[src/rtl/data_sync_pkg.sv]
// rtl/data_sync_pkg.sv - shared constants and parameter checks for the data_sync bus synchronizer
package data_sync_pkg;

  localparam int DS_BUS_WIDTH  = 8;
  localparam int DS_NUM_STAGES = 2;
  localparam int DS_CNT_WIDTH  = 8;

  // Fewer than two flops gives no metastability margin; more than four only adds latency.
  localparam int DS_MIN_STAGES = 2;
  localparam int DS_MAX_STAGES = 4;

  function automatic bit ds_stages_ok(input int n);
    return (n >= DS_MIN_STAGES) && (n <= DS_MAX_STAGES);
  endfunction

endpackage

[src/rtl/ds_pulse_gen.sv]
// rtl/ds_pulse_gen.sv - multi-flop enable synchronizer with rising-edge capture strobe
module ds_pulse_gen
  import data_sync_pkg::*;
#(
  parameter int NUM_STAGES = DS_NUM_STAGES
) (
  input  logic CLK,
  input  logic RST,
  input  logic enable,
  output logic cap
);

  logic [NUM_STAGES-1:0] en_sync;
  logic                  en_q;
  logic                  en_s;

  if (!ds_stages_ok(NUM_STAGES)) begin : g_bad_stages
    $error("ds_pulse_gen: NUM_STAGES must lie in 2..4");
  end

  // Shift the asynchronous enable through the chain and keep a delayed copy for edge detection.
  always_ff @(posedge CLK or negedge RST) begin
    if (!RST) begin
      en_sync <= '0;
      en_q    <= 1'b0;
    end else begin
      en_sync <= {en_sync[NUM_STAGES-2:0], enable};
      en_q    <= en_s;
    end
  end

  assign en_s = en_sync[NUM_STAGES-1];

  // Only the low-to-high transition of the synchronized level produces a capture,
  // so an enable held high indefinitely yields a single strobe.
  assign cap = en_s & ~en_q;

endmodule

[src/rtl/data_sync.sv]
// rtl/data_sync.sv - destination-domain bus synchronizer with valid/ready output and overrun tracking
module data_sync
  import data_sync_pkg::*;
#(
  parameter int BUS_WIDTH  = DS_BUS_WIDTH,
  parameter int NUM_STAGES = DS_NUM_STAGES,
  parameter int CNT_WIDTH  = DS_CNT_WIDTH
) (
  input  logic                 CLK,
  input  logic                 RST,
  input  logic [BUS_WIDTH-1:0] UNSYNC_BUS,
  input  logic                 BUS_ENABLE,
  output logic [BUS_WIDTH-1:0] SYNC_BUS,
  output logic                 SYNC_VALID,
  input  logic                 SYNC_READY,
  output logic                 ENABLE_PULSE,
  output logic                 OVERRUN,
  input  logic                 OVERRUN_CLR,
  output logic [CNT_WIDTH-1:0] DROP_COUNT
);

  localparam logic [CNT_WIDTH-1:0] CNT_MAX = '1;
  localparam logic [CNT_WIDTH-1:0] CNT_ONE = CNT_WIDTH'(1);

  logic cap;
  logic drain;
  logic accept;
  logic drop;

  // Only the enable crosses through flops; the bus is sampled once, on cap, while the
  // source holds it stable.
  ds_pulse_gen #(
    .NUM_STAGES(NUM_STAGES)
  ) u_pulse_gen (
    .CLK   (CLK),
    .RST   (RST),
    .enable(BUS_ENABLE),
    .cap   (cap)
  );

  // A capture is taken when the holding register is empty or being drained this same edge.
  assign drain  = SYNC_VALID & SYNC_READY;
  assign accept = cap & (~SYNC_VALID | SYNC_READY);
  assign drop   = cap & SYNC_VALID & ~SYNC_READY;

  // Holding register and valid flag; a simultaneous drain and capture reloads without a bubble.
  always_ff @(posedge CLK or negedge RST) begin
    if (!RST) begin
      SYNC_BUS   <= '0;
      SYNC_VALID <= 1'b0;
    end else if (accept) begin
      SYNC_BUS   <= UNSYNC_BUS;
      SYNC_VALID <= 1'b1;
    end else if (drain) begin
      SYNC_VALID <= 1'b0;
    end
  end

  // One-cycle strobe marking each accepted word; dropped words never pulse.
  always_ff @(posedge CLK or negedge RST) begin
    if (!RST) begin
      ENABLE_PULSE <= 1'b0;
    end else begin
      ENABLE_PULSE <= accept;
    end
  end

  // Sticky overrun flag; a drop on the same edge as a clear keeps the flag set.
  always_ff @(posedge CLK or negedge RST) begin
    if (!RST) begin
      OVERRUN <= 1'b0;
    end else if (drop) begin
      OVERRUN <= 1'b1;
    end else if (OVERRUN_CLR) begin
      OVERRUN <= 1'b0;
    end
  end

  // Saturating drop counter, cleared only by reset.
  always_ff @(posedge CLK or negedge RST) begin
    if (!RST) begin
      DROP_COUNT <= '0;
    end else if (drop && (DROP_COUNT != CNT_MAX)) begin
      DROP_COUNT <= DROP_COUNT + CNT_ONE;
    end
  end

endmodule

[config.mk]
export PLATFORM = sky130hd
export DESIGN_NAME = data_sync
export DESIGN_NICKNAME = d
export VERILOG_FILES = /design/src/rtl/data_sync_pkg.sv /design/src/rtl/ds_pulse_gen.sv /design/src/rtl/data_sync.sv
export SDC_FILE = /design/constraint.sdc
export NUM_CORES = 1
export LEC_CHECK = 0
export ABC_AREA = 0
export CORE_MARGIN = 2
export CORE_UTILIZATION = 40
export DETAILED_ROUTE_END_ITERATION = 7
export MAX_ROUTING_LAYER = met4
export PLACE_DENSITY = 0.76
export SYNTH_ARGS = -nofsm -noshare
export SYNTH_HDL_FRONTEND = slang
export SYNTH_SLANG_ARGS = --single-unit
[constraint.sdc]
create_clock -name CLK -period 3 [get_ports CLK]
set_clock_uncertainty 0.1 [all_clocks]
set_input_delay 0.6 -clock CLK [delete_from_list [all_inputs] [get_ports CLK]]
set_output_delay 0.6 -clock CLK [all_outputs]
set_load 0.03 [all_outputs]
# --- After elaboration in Yosys (flattened, before gate mapping) ---
# Index checks and enable logic that the tools add are counted.
word_totals:
  reg_bits: 22
  in_bits: 13
  word_cells: 25
classes:
  reduce_logical: 3
  n_mux: 4
  n_bitwise: 9
  addsub: 1
  eq_ne: 1
ops:
  columns: ["operator", "n"]
  rows:
  - ["$add 8x1->8 const B", 1]
  - ["$ne 8x8->1 const B", 1]
  - ["$and 1x1->1", 5]
  - ["$mux 1", 4]
  - ["$reduce_bool 2->1", 2]
  - ["$not 1->1", 3]
  - ["$logic_and 1x1->1", 1]
  - ["$or 1x1->1", 1]

# --- Depth between registers and ports, before layout ---
# Gate-level depths: netlist of the first run.
logic_depth:
  depth_word: 5
  depth_mapped: 4
  mapped_depth_nobuf: 4

# --- Cells and area by module ---
# Synthesis of the first run repeated with hierarchy kept, for this count alone.
hier_totals:
  hier_cells: 68
  hier_area_um2: 914.6
modules_own_cells:
  columns: ["module", "area_per_inst_um2", "instances", "seq_area_each_um2", "cells_per_inst"]
  rows:
  - ["data_sync", 825.8, 1, 475.5, 64]
  - ["ds_pulse_gen", 88.8, 1, 75.1, 4]

# --- Least setup slack after synthesis of the first run ---
# Ideal clock, no wire load.
synth_timing:
  kind: "register to register"
  startpoint: "reg DROP_COUNT[0]"
  endpoint: "reg DROP_COUNT[1]"
  arrival_ps: 1454
  setup_slack_ps: 1321
  setup_ps: 125
  path_stages_with_launch: 5
  path_cell_list: "dfrtp_1 -> ha_1 -> nand3_1 -> o21ai_2 -> mux2_4"
synth_between:
  elab_chain_len: 2
  word_cells_on_any_way: 3
  classes_between: "1 x add/sub; 1 x eq/ne; 1 x reduce/logical"
synth_rtl:
  columns: ["element", "line_no", "rtl"]
  rows:
  - ["start, declared", "data_sync.sv:19", "output logic [CNT_WIDTH-1:0] DROP_COUNT"]
  - ["start signal, assigned", "data_sync.sv:84", "DROP_COUNT <= DROP_COUNT + CNT_ONE;"]
  - ["parallel branches: the longest is 2 deep, another holds $add 8x1->8", null, null]
# Several ways; the timed one is not identified.
# A chain may end at the register's enable or synchronous reset.

# --- Worst setup path in the final report of the first run ---
layout_timing:
  startpoint: "reg DROP_COUNT[3]"
  endpoint: "out DROP_COUNT[3]"
# No word-level cell between the ends.

==> reports/results.tsv, run 1 <==
metric	value	unit
part of the Yosys area used for sequential elements	57.9	%
post-synthesis simple-gate area fraction	12.1	%
post-synthesis cell type with the largest combined area	sky130_fd_sc_hd__dfrtp_1	
arrival time of the worst setup path	1.52	ns
largest stage delay on the critical path	0.72	ns
Power per Cell Area	625	nW/µm²
fraction of the mapped netlist area in adder cells	1.32	%
drc violations	0	
max-capacitance violation count	0	
GR Layer Usage met2	23.5	%
leakage power figure	0.565	nW
sort of element at the start of the critical path	flop	
buffer count from post-CTS setup fixing	0	
total power	0.000830	W
last weighted congestion value of the routability-driven placer	0.886	
largest net degree at the start of global routing	23	
setup violators final	0	
Final Hold Vio Count	0	
Post-CTS Resized	0	
number of sinks on the clock net	22	
max-slew violation count	0	
top-level port count	32	
die width	52.8	µm
crit-path cells	clkdlybuf4s50_1	
sequential fraction of design power	46.6	%
min cycle time layout	2.22	ns
Critical Path Slowest Stage Cell	sky130_fd_sc_hd__clkdlybuf4s50_1	
xor-xnor portion of the synthesized cell area	0.921	%
share of cell area taken by muxes after synthesis	15.0	%
Tcrit/Tclk final	74.0	%
violation count after the first detailed-routing iteration	10	
top post-synthesis cells by count	sky130_fd_sc_hd__dfrtp_1 (22), sky130_fd_sc_hd__mux2_1 (9), sky130_fd_sc_hd__inv_1 (4)	
Max rail drop VDD	0.000475	V
count leader, synth	sky130_fd_sc_hd__dfrtp_1	
fraction of layout cells with a size suffix above 1	11.5	%
part of the power in combinational logic	34.1	%
total number of H-tree levels	1	
Total Neg Setup Slack	0	ns
Netlist cell types	27	
dpl hpwl	1270	µm
footprint of the multi-input gates	374	µm²
switching share of total power	34.1	%
primary flip-flop cell chosen by synthesis mapping	sky130_fd_sc_hd__dfrtp_1	
synthesized netlist net count	83	
Post-synth EDFFs	0	
WL per Instance	12.7	µm
post-synth top area share	57.9	%
DR pass1 iterations	4	
setup repair after global routing missed its margin	false	
Hold Crit Class	reg -> reg	
global-route usage over all layers	14.4	%
total die area	2780	µm²
number of cell rows	17	
worst setup path class	reg -> out	
Critical Path Sink Type	output port	
total of fill cells in the finished design	184	
number of I/O port buffers	31	
top post-synthesis cells by area	sky130_fd_sc_hd__dfrtp_1 (58%), sky130_fd_sc_hd__mux2_1 (11%), sky130_fd_sc_hd__mux2_4 (3.2%)	
via count of the first global-routing pass	691	
number of nets still failing antenna checks after routing	0	
Post-Route Utilization	59.5	%
clock insertion delay at the later pin of the skew report	0.30	ns
post-layout worst setup margin	0.781	ns
Max clock buf depth	2	
dominant combinational cell family by area after synthesis	multiplexers	
number of hold-repair buffers added at the cts stage	0	
Post-Syn Area per Cell	13.8	µm²
Switch Pwr	0.000283	W
TritonCTS clock tree	done	
first-pass GRT wire length	2880	µm
Worst Max-Slew Pin Slew	0.326	ns
upper clock frequency limit	451	MHz
total buffers and inverters traversed by the critical path	1	
total CTS buffers	3	
global routing usage on met1	19.0	%
final-stage net count	119	
fraction of met3 tracks used by global routing	1.71	%
Worst Path Max Fanout	7	
Cell Int Power	0.000548	W
GRT busiest layer	met2	
library cell used as clock root buffer	sky130_fd_sc_hd__clkbuf_4	
Antenna Cells	0	
clock network fraction of design power	19.3	%
antenna violations before repair	0	
outcome	complete, no violations	
area growth from synthesis to layout	39.7	%
area of all sequential standard cells	551	µm²
die extent in y	52.8	µm
area of the mapped netlist	951	µm²
fraction of the mapped netlist area in compound gates	10.0	%
Final Routed Wirelength	1670	µm
data required time at the worst endpoint	2.30	ns
slack of the worst reg-to-reg path	1.39	ns
ratio of routed vias to standard cells	5.16	
crit-path leading delay family	buffers and inverters	
Synth Register Bits	22	
post-place setup slack	0.786	ns
synthesis warning total	0	
final-layout worst hold slack	0.263	ns
relative slew slack	78.3	%
vias after detailed routing	681	
async set or reset register ratio after synthesis	100	%
initial cell density of the core	42.6	%
core footprint	2230	µm²
total congestion overflow after global routing	0	
Post-Syn Instances	69	
clock slew at reported path FFs	0.12	ns
-- final cells by class --
type	instances	area share, %
Clock buffer	4	2.73
Tap cell	28	2.64
Inverter	4	1.13
Timing Repair Buffer	32	23.9
Multi-Input combinational cell	42	28.2
Sequential cell	22	41.4
-- cells by family (layout without fill, tap and decap cells) --
kind of cell,after synthesis,count (layout)
compound gates,12,12
xor+xnor,1,1
fa+ha+maj,1,1
buf+inv,5,40
flops,22,22
mux,12,12
simple gates,16,16
-- registers in the layout, indices dropped and copies added (netlist names) --
register and count:
u_pulse_gen.en_sync 2, SYNC_BUS 8, DROP_COUNT 8, OVERRUN 1, ENABLE_PULSE 1, u_pulse_gen.en_q 1
SYNC_VALID 1
-- placed cells by master, fill, tap and decap left out --
master / synthesis / layout
sky130_fd_sc_hd__nor2_1: 3 / 3
sky130_fd_sc_hd__nand2b_1: 2 / 2
sky130_fd_sc_hd__a21oi_4: 1 / 1
sky130_fd_sc_hd__dfrtp_1: 22 / 22
sky130_fd_sc_hd__ha_1: 1 / 1
sky130_fd_sc_hd__and4bb_1: 1 / 1
sky130_fd_sc_hd__a31oi_1: 1 / 1
sky130_fd_sc_hd__clkdlybuf4s50_1: 0 / 31
sky130_fd_sc_hd__nand3_1: 1 / 1
sky130_fd_sc_hd__buf_4: 0 / 1
sky130_fd_sc_hd__clkbuf_8: 0 / 1
sky130_fd_sc_hd__o2111a_1: 2 / 2
sky130_fd_sc_hd__o21ai_2: 1 / 1
sky130_fd_sc_hd__nand2_1: 2 / 2
sky130_fd_sc_hd__nand4bb_1: 1 / 1
sky130_fd_sc_hd__mux2_1: 9 / 9
sky130_fd_sc_hd__o21ai_0: 3 / 3
sky130_fd_sc_hd__and3_2: 1 / 1
sky130_fd_sc_hd__a21boi_0: 1 / 1
sky130_fd_sc_hd__nand4_4: 1 / 1
sky130_fd_sc_hd__a21oi_1: 2 / 2
sky130_fd_sc_hd__xnor2_1: 1 / 1
sky130_fd_sc_hd__mux2_2: 1 / 1
sky130_fd_sc_hd__nand4_1: 2 / 2
sky130_fd_sc_hd__inv_1: 4 / 4
sky130_fd_sc_hd__and4_1: 1 / 1
sky130_fd_sc_hd__mux2_4: 2 / 2
sky130_fd_sc_hd__nor3_1: 1 / 1
sky130_fd_sc_hd__a41oi_1: 1 / 1
sky130_fd_sc_hd__clkbuf_4: 0 / 3
-- path summary, 6_finish.rpt --
kind / start / cells after the start / end
worst max-delay path: DROP_COUNT[3]$_DFFE_PN0P_ / 1 / DROP_COUNT[3]
worst min-delay path: u_pulse_gen.en_sync[0]$_DFF_PN0_ / 0 / u_pulse_gen.en_sync[1]$_DFF_PN0_
worst max register to register: DROP_COUNT[0]$_DFFE_PN0P_ / 4 / DROP_COUNT[1]$_DFFE_PN0P_
worst min register to register: u_pulse_gen.en_sync[0]$_DFF_PN0_ / 0 / u_pulse_gen.en_sync[1]$_DFF_PN0_
max in group asynchronous: RST / 2 / DROP_COUNT[3]$_DFFE_PN0P_
min in group asynchronous: RST / 2 / DROP_COUNT[7]$_DFFE_PN0P_
-- layer usage --
metal  part of all wire [%]  vias up  routed length (µm)
li1                       -      324                   -
met1                     48      331                 800
met2                     46       24                 768
met3                    5.3        2                  88
met4                   0.90        0                  15
met5                      0        -                   0
-- per-stage QoR --
stage / cells / instance area [µm²]
after detailed placement: 128 / 1290
after floorplan: 69 / 951
after global routing: 132 / 1330
final: 132 / 1330
after CTS: 132 / 1330
after global placement: 128 / 1290
-- power by group through the flow --
stage	sequential [W]	clock [W]	combinational [W]
floorplan	0.000477	0	0.0000671
global placement	0.000390	0	0.000279
detailed placement	0.000393	0	0.000285
CTS	0.000388	0.000162	0.000286
global route	0.000394	0.000178	0.000302
finish	0.000387	0.000160	0.000283
No activity file was read; power rests on OpenSTA's default activity.
==> run 2: changes to the inputs <==
--- a/config.mk
+++ b/config.mk
@@ -7,10 +7,10 @@
 export LEC_CHECK = 0
 export ABC_AREA = 0
 export CORE_MARGIN = 2
-export CORE_UTILIZATION = 40
+export CORE_UTILIZATION = 39
 export DETAILED_ROUTE_END_ITERATION = 7
 export MAX_ROUTING_LAYER = met4
-export PLACE_DENSITY = 0.76
+export PLACE_DENSITY = 0.77
 export SYNTH_ARGS = -nofsm -noshare
 export SYNTH_HDL_FRONTEND = slang
 export SYNTH_SLANG_ARGS = --single-unit
==> constraint.sdc (replaced) <==
create_clock -name CLK -period 1.85 [get_ports CLK]
set_clock_uncertainty 0.1 [all_clocks]
set_input_delay 0.37 -clock CLK [delete_from_list [all_inputs] [get_ports CLK]]
set_output_delay 0.37 -clock CLK [all_outputs]
set_load 0.03 [all_outputs]
==> reports/results.tsv, run 2 (synthesis gave the netlist of run 1 again) <==
metric	value	unit
Tcrit/Tclk final	97.3	%
Max rail drop VDD	0.000603	V
global-route usage over all layers	15.7	%
Final Hold Vio Count	0	
total number of H-tree levels	1	
max-slew violation count	0	
total power	0.00127	W
sort of element at the start of the critical path	flop	
crit-path leading delay family	buffers and inverters	
setup repair after global routing missed its margin	false	
leakage power figure	0.710	nW
via count of the first global-routing pass	731	
total buffers and inverters traversed by the critical path	1	
Critical Path Slowest Stage Cell	sky130_fd_sc_hd__clkdlybuf4s50_1	
post-place setup slack	-0.0507	ns
worst setup path class	reg -> out	
clock insertion delay at the later pin of the skew report	0.29	ns
largest registers in the final layout	DROP_COUNT: 8 flops, SYNC_BUS: 8 flops, u_pulse_gen.en_sync: 2 flops	
total placed instance area	1320	µm²
largest stage delay on the critical path	0.67	ns
Post-Route Utilization	60.3	%
last weighted congestion value of the routability-driven placer	0.779	
WL per Instance	13.5	µm
dpl hpwl	1400	µm
library cell used as clock root buffer	sky130_fd_sc_hd__clkbuf_4	
total of fill cells in the finished design	199	
Critical Path Sink Type	output port	
Hold Crit Class	reg -> reg	
area growth from synthesis to layout	42.9	%
vias after detailed routing	699	
total die area	2850	µm²
setup violators final	0	
die extent in y	53.4	µm
Final Routed Wirelength	1820	µm
slack of the worst reg-to-reg path	0.25	ns
number of sinks on the clock net	22	
GRT busiest layer	met2	
top-level port count	32	
Power per Cell Area	936	nW/µm²
commonest non-fill, non-tap cell in the layout	sky130_fd_sc_hd__dfrtp_1	
global routing usage on met1	17.6	%
violation count after the first detailed-routing iteration	5	
DR pass1 iterations	4	
first-pass GRT wire length	3050	µm
min cycle time layout	1.80	ns
core footprint	2250	µm²
largest net degree at the start of global routing	23	
ratio of routed vias to standard cells	5.18	
number of cell rows	17	
post-layout worst setup margin	0.0494	ns
Worst Path Max Fanout	2	
final-stage net count	123	
clock slew at reported path FFs	0.11	ns
initial cell density of the core	42.2	%
drc violations	0	
total CTS buffers	3	
fraction of met3 tracks used by global routing	2.54	%
TritonCTS clock tree	done	
data required time at the worst endpoint	1.38	ns
max-capacitance violation count	0	
outcome	complete, no violations	
Placed Cells	132	
arrival time of the worst setup path	1.33	ns
buffer count from post-CTS setup fixing	0	
relative slew slack	78.0	%
number of nets still failing antenna checks after routing	0	
number of I/O port buffers	31	
upper clock frequency limit	555	MHz
total congestion overflow after global routing	0	
most frequent cells in the layout	sky130_fd_sc_hd__dfrtp_1 (22), sky130_fd_sc_hd__clkdlybuf4s50_1 (15), sky130_fd_sc_hd__mux2_1 (9), sky130_fd_sc_hd__dlymetal6s2s_1 (9), sky130_fd_sc_hd__dlygate4sd2_1 (7)	
Antenna Cells	0	
GR Layer Usage met2	27.0	%
crit-path cells	clkdlybuf4s50_1	
number of cells in the finished layout apart from fillers	135	
die width	53.4	µm
Max clock buf depth	2	
final standard cell area without fillers	1360	µm²
Worst Max-Slew Pin Slew	0.330	ns
fraction of layout cells with a size suffix above 1	14.0	%
antenna violations before repair	0	
## run 2: through the flow
stage | TNS [ns] | hold WS, ns
finish | 0 | 0.260
detailed placement | -0.374 | 0.236
global route | 0 | 0.285
global placement | -0.104 | 0.232
floorplan | 0 | -0.0256
CTS | 0 | 0.262
## run 2: power breakdown
group / leakage [nW] / switching (W) / total, W / internal (W)
Sequential: 0.274 / 0.0000682 / 0.000624 / 0.000556
Combinational: 0.423 / 0.000256 / 0.000446 / 0.000190
Clock: 0.0138 / 0.000127 / 0.000202 / 0.0000757
Total: 0.710 / 0.000451 / 0.00127 / 0.000822
## run 2: worst paths after layout
| kind | start | endpoint | cells past startpoint |
|---|---|---|---|
| worst min register to register | u_pulse_gen.en_sync[0]$_DFF_PN0_ | u_pulse_gen.en_sync[1]$_DFF_PN0_ | 0 |
| min in group asynchronous | RST | SYNC_BUS[5]$_DFFE_PN0P_ | 2 |
| worst max-delay path | SYNC_BUS[5]$_DFFE_PN0P_ | SYNC_BUS[5] | 1 |
| max in group asynchronous | RST | SYNC_BUS[2]$_DFFE_PN0P_ | 2 |
| worst max register to register | DROP_COUNT[0]$_DFFE_PN0P_ | DROP_COUNT[6]$_DFFE_PN0P_ | 4 |
| worst min-delay path | u_pulse_gen.en_sync[0]$_DFF_PN0_ | u_pulse_gen.en_sync[1]$_DFF_PN0_ | 0 |
## run 2: layer usage
layer  vias to the layer above  part of all wire (%)
met2                        22                    51
li1                        330                     -
met3                         2                   6.1
met5                         -                     0
met4                         0                  0.71
met1                       345                    42
## run 2: area by class of cell
class                   count  area [µm²]  area share [%]
flip-flops and latches     22         551            40.5
multi-input cells          42         374            27.5
repair buffers             36         362            26.6
well taps                  28        35.0            2.58
clock buffers               3        22.5            1.66
inverters                   4        15.0            1.10
## run 2: timing repair
action / in CTS / in global routing
resized for setup: 7 / 9
hold buffers: 0 / 0
gates cloned: 0 / 0
setup endpoints to repair: 7 / 9
==> run 3: changes to the inputs <==
--- a/config.mk
+++ b/config.mk
@@ -11,6 +11,7 @@
 export DETAILED_ROUTE_END_ITERATION = 7
 export MAX_ROUTING_LAYER = met4
 export PLACE_DENSITY = 0.77
+export RECOVER_POWER = 100
 export SYNTH_ARGS = -nofsm -noshare
 export SYNTH_HDL_FRONTEND = slang
 export SYNTH_SLANG_ARGS = --single-unit
==> reports/results.tsv, run 3 (synthesis gave the netlist of run 1 again) <==
metric	value	unit
area growth from synthesis to layout	31.8	%
via count of the first global-routing pass	731	
startpoint of the worst-slack reg-to-reg timing path	DROP_COUNT[0]$_DFFE_PN0P_	
Worst Max-Slew Pin Slew	1.13	ns
largest registers in the final layout	DROP_COUNT: 8 flops, SYNC_BUS: 8 flops, u_pulse_gen.en_sync: 2 flops	
length in cells of the worst reg-to-reg path	4	
relative slew slack	24.4	%
total congestion overflow after global routing	0	
number of nets still failing antenna checks after routing	0	
Power per Cell Area	979	nW/µm²
crit-path leading delay family	buffers and inverters	
outcome	complete, no violations	
Antenna Cells	0	
number of I/O port buffers	31	
total number of H-tree levels	1	
ratio of routed vias to standard cells	5.24	
TritonCTS clock tree	done	
largest net degree at the start of global routing	23	
die extent in y	53.4	µm
global-route usage over all layers	15.7	%
die width	53.4	µm
number of cell rows	17	
antenna violations before repair	0	
min cycle time layout	1.80	ns
total die area	2850	µm²
crit-path cells	clkdlybuf4s50_1	
Final Hold Vio Count	0	
Worst Path Max Fanout	2	
number of stages on the worst setup path	1	
setup repair after global routing missed its margin	false	
upper clock frequency limit	555	MHz
GR Layer Usage met2	27.0	%
Tcrit/Tclk final	97.3	%
library cell used as clock root buffer	sky130_fd_sc_hd__clkbuf_4	
data required time at the worst endpoint	1.38	ns
number of hold-repair buffers added at the cts stage	0	
worst reg2reg path endpoint	DROP_COUNT[1]$_DFFE_PN0P_	
commonest non-fill, non-tap cell in the layout	sky130_fd_sc_hd__dfrtp_1	
total CTS buffers	3	
leakage power figure	0.562	nW
dpl hpwl	1400	µm
Final Routed Wirelength	1820	µm
clock slew at reported path FFs	0.11	ns
core footprint	2250	µm²
most frequent cells in the layout	sky130_fd_sc_hd__dfrtp_1 (22), sky130_fd_sc_hd__clkdlybuf4s50_1 (13), sky130_fd_sc_hd__clkbuf_1 (11), sky130_fd_sc_hd__mux2_1 (10), sky130_fd_sc_hd__dlygate4sd2_1 (7)	
total buffers and inverters traversed by the critical path	1	
clock insertion delay at the later pin of the skew report	0.29	ns
setup violators final	0	
WL per Instance	13.5	µm
Critical Path Slowest Stage Cell	sky130_fd_sc_hd__clkdlybuf4s50_1	
vias after detailed routing	707	
Total Neg Setup Slack	0	ns
number of sinks on the clock net	22	
final-stage net count	123	
startpoint of the most critical setup path	SYNC_BUS[5]$_DFFE_PN0P_	
top-level port count	32	
max-slew violation count	0	
last weighted congestion value of the routability-driven placer	0.779	
DR pass1 iterations	4	
GRT busiest layer	met2	
sort of element at the start of the critical path	flop	
Max clock buf depth	2	
max-capacitance violation count	0	
Critical Path Sink Type	output port	
fraction of layout cells with a size suffix above 1	10.3	%
worst setup path class	reg -> out	
global routing usage on met1	17.6	%
total power	0.00123	W
slack of the worst reg-to-reg path	0.22	ns
Hold Crit Class	reg -> reg	
timing endpoint of the critical path	SYNC_BUS[5]	
Max rail drop VDD	0.000584	V
initial cell density of the core	42.2	%
violation count after the first detailed-routing iteration	11	
first-pass GRT wire length	3050	µm
fraction of met3 tracks used by global routing	2.54	%
largest stage delay on the critical path	0.67	ns
drc violations	0	
arrival time of the worst setup path	1.33	ns
run 3: how the worst min path moves through the flow:
stage / startpoint / end / slack (ns) / cells past startpoint
floorplan: RST / DROP_COUNT[0]$_DFFE_PN0P_ / -0.03 / 0
global placement: u_pulse_gen.en_sync[0]$_DFF_PN0_ / u_pulse_gen.en_sync[1]$_DFF_PN0_ / 0.23 / 0
detailed placement: u_pulse_gen.en_sync[0]$_DFF_PN0_ / u_pulse_gen.en_sync[1]$_DFF_PN0_ / 0.24 / 0
CTS: u_pulse_gen.en_sync[0]$_DFF_PN0_ / u_pulse_gen.en_sync[1]$_DFF_PN0_ / 0.26 / 0
global route: u_pulse_gen.en_sync[0]$_DFF_PN0_ / u_pulse_gen.en_sync[1]$_DFF_PN0_ / 0.29 / 0
finish: u_pulse_gen.en_sync[0]$_DFF_PN0_ / u_pulse_gen.en_sync[1]$_DFF_PN0_ / 0.26 / 0
run 3: layer usage:
metal / share of wire (%) / up-vias
met4: 0.72 / 0
met5: 0 / -
met3: 6.8 / 2
met2: 51 / 26
li1: - / 330
met1: 41 / 349
run 3: cell type report:
class | instances | area [µm²]
clock buffers | 3 | 22.5
well taps | 28 | 35.0
flip-flops and latches | 22 | 551
repair buffers | 36 | 275
multi-input cells | 42 | 355
fillers | 223 | 1000
inverters | 4 | 15.0
run 3: report_power, final:
part           total (W)  internal, W  switching (W)
clock           0.000204    0.0000757       0.000128
sequential      0.000622     0.000556      0.0000660
combinational   0.000401     0.000147       0.000254
run 3: stage by stage:
| step | instances | worst slack (ns) | utilization (%) | hold WS [ns] | area (µm²) |
|---|---|---|---|---|---|
| finish | 135 | 0.0491 | 55.6 | 0.260 | 1250 |
| global route | 135 | 0.00664 | 55.6 | 0.285 | 1250 |
| CTS | 135 | 0.0214 | 59.3 | 0.262 | 1340 |
| detailed placement | 132 | -0.0507 | 58.7 | 0.236 | 1320 |
| global placement | 132 | -0.0524 | 58.7 | 0.232 | 1320 |
| floorplan | 69 | 0.171 | - | -0.0256 | 951 |
run 3: repair_timing:
item | in CTS | in global routing
endpoints found under the setup margin | 7 | 9
setup buffers | 0 | 0
gates resized for setup | 7 | 9
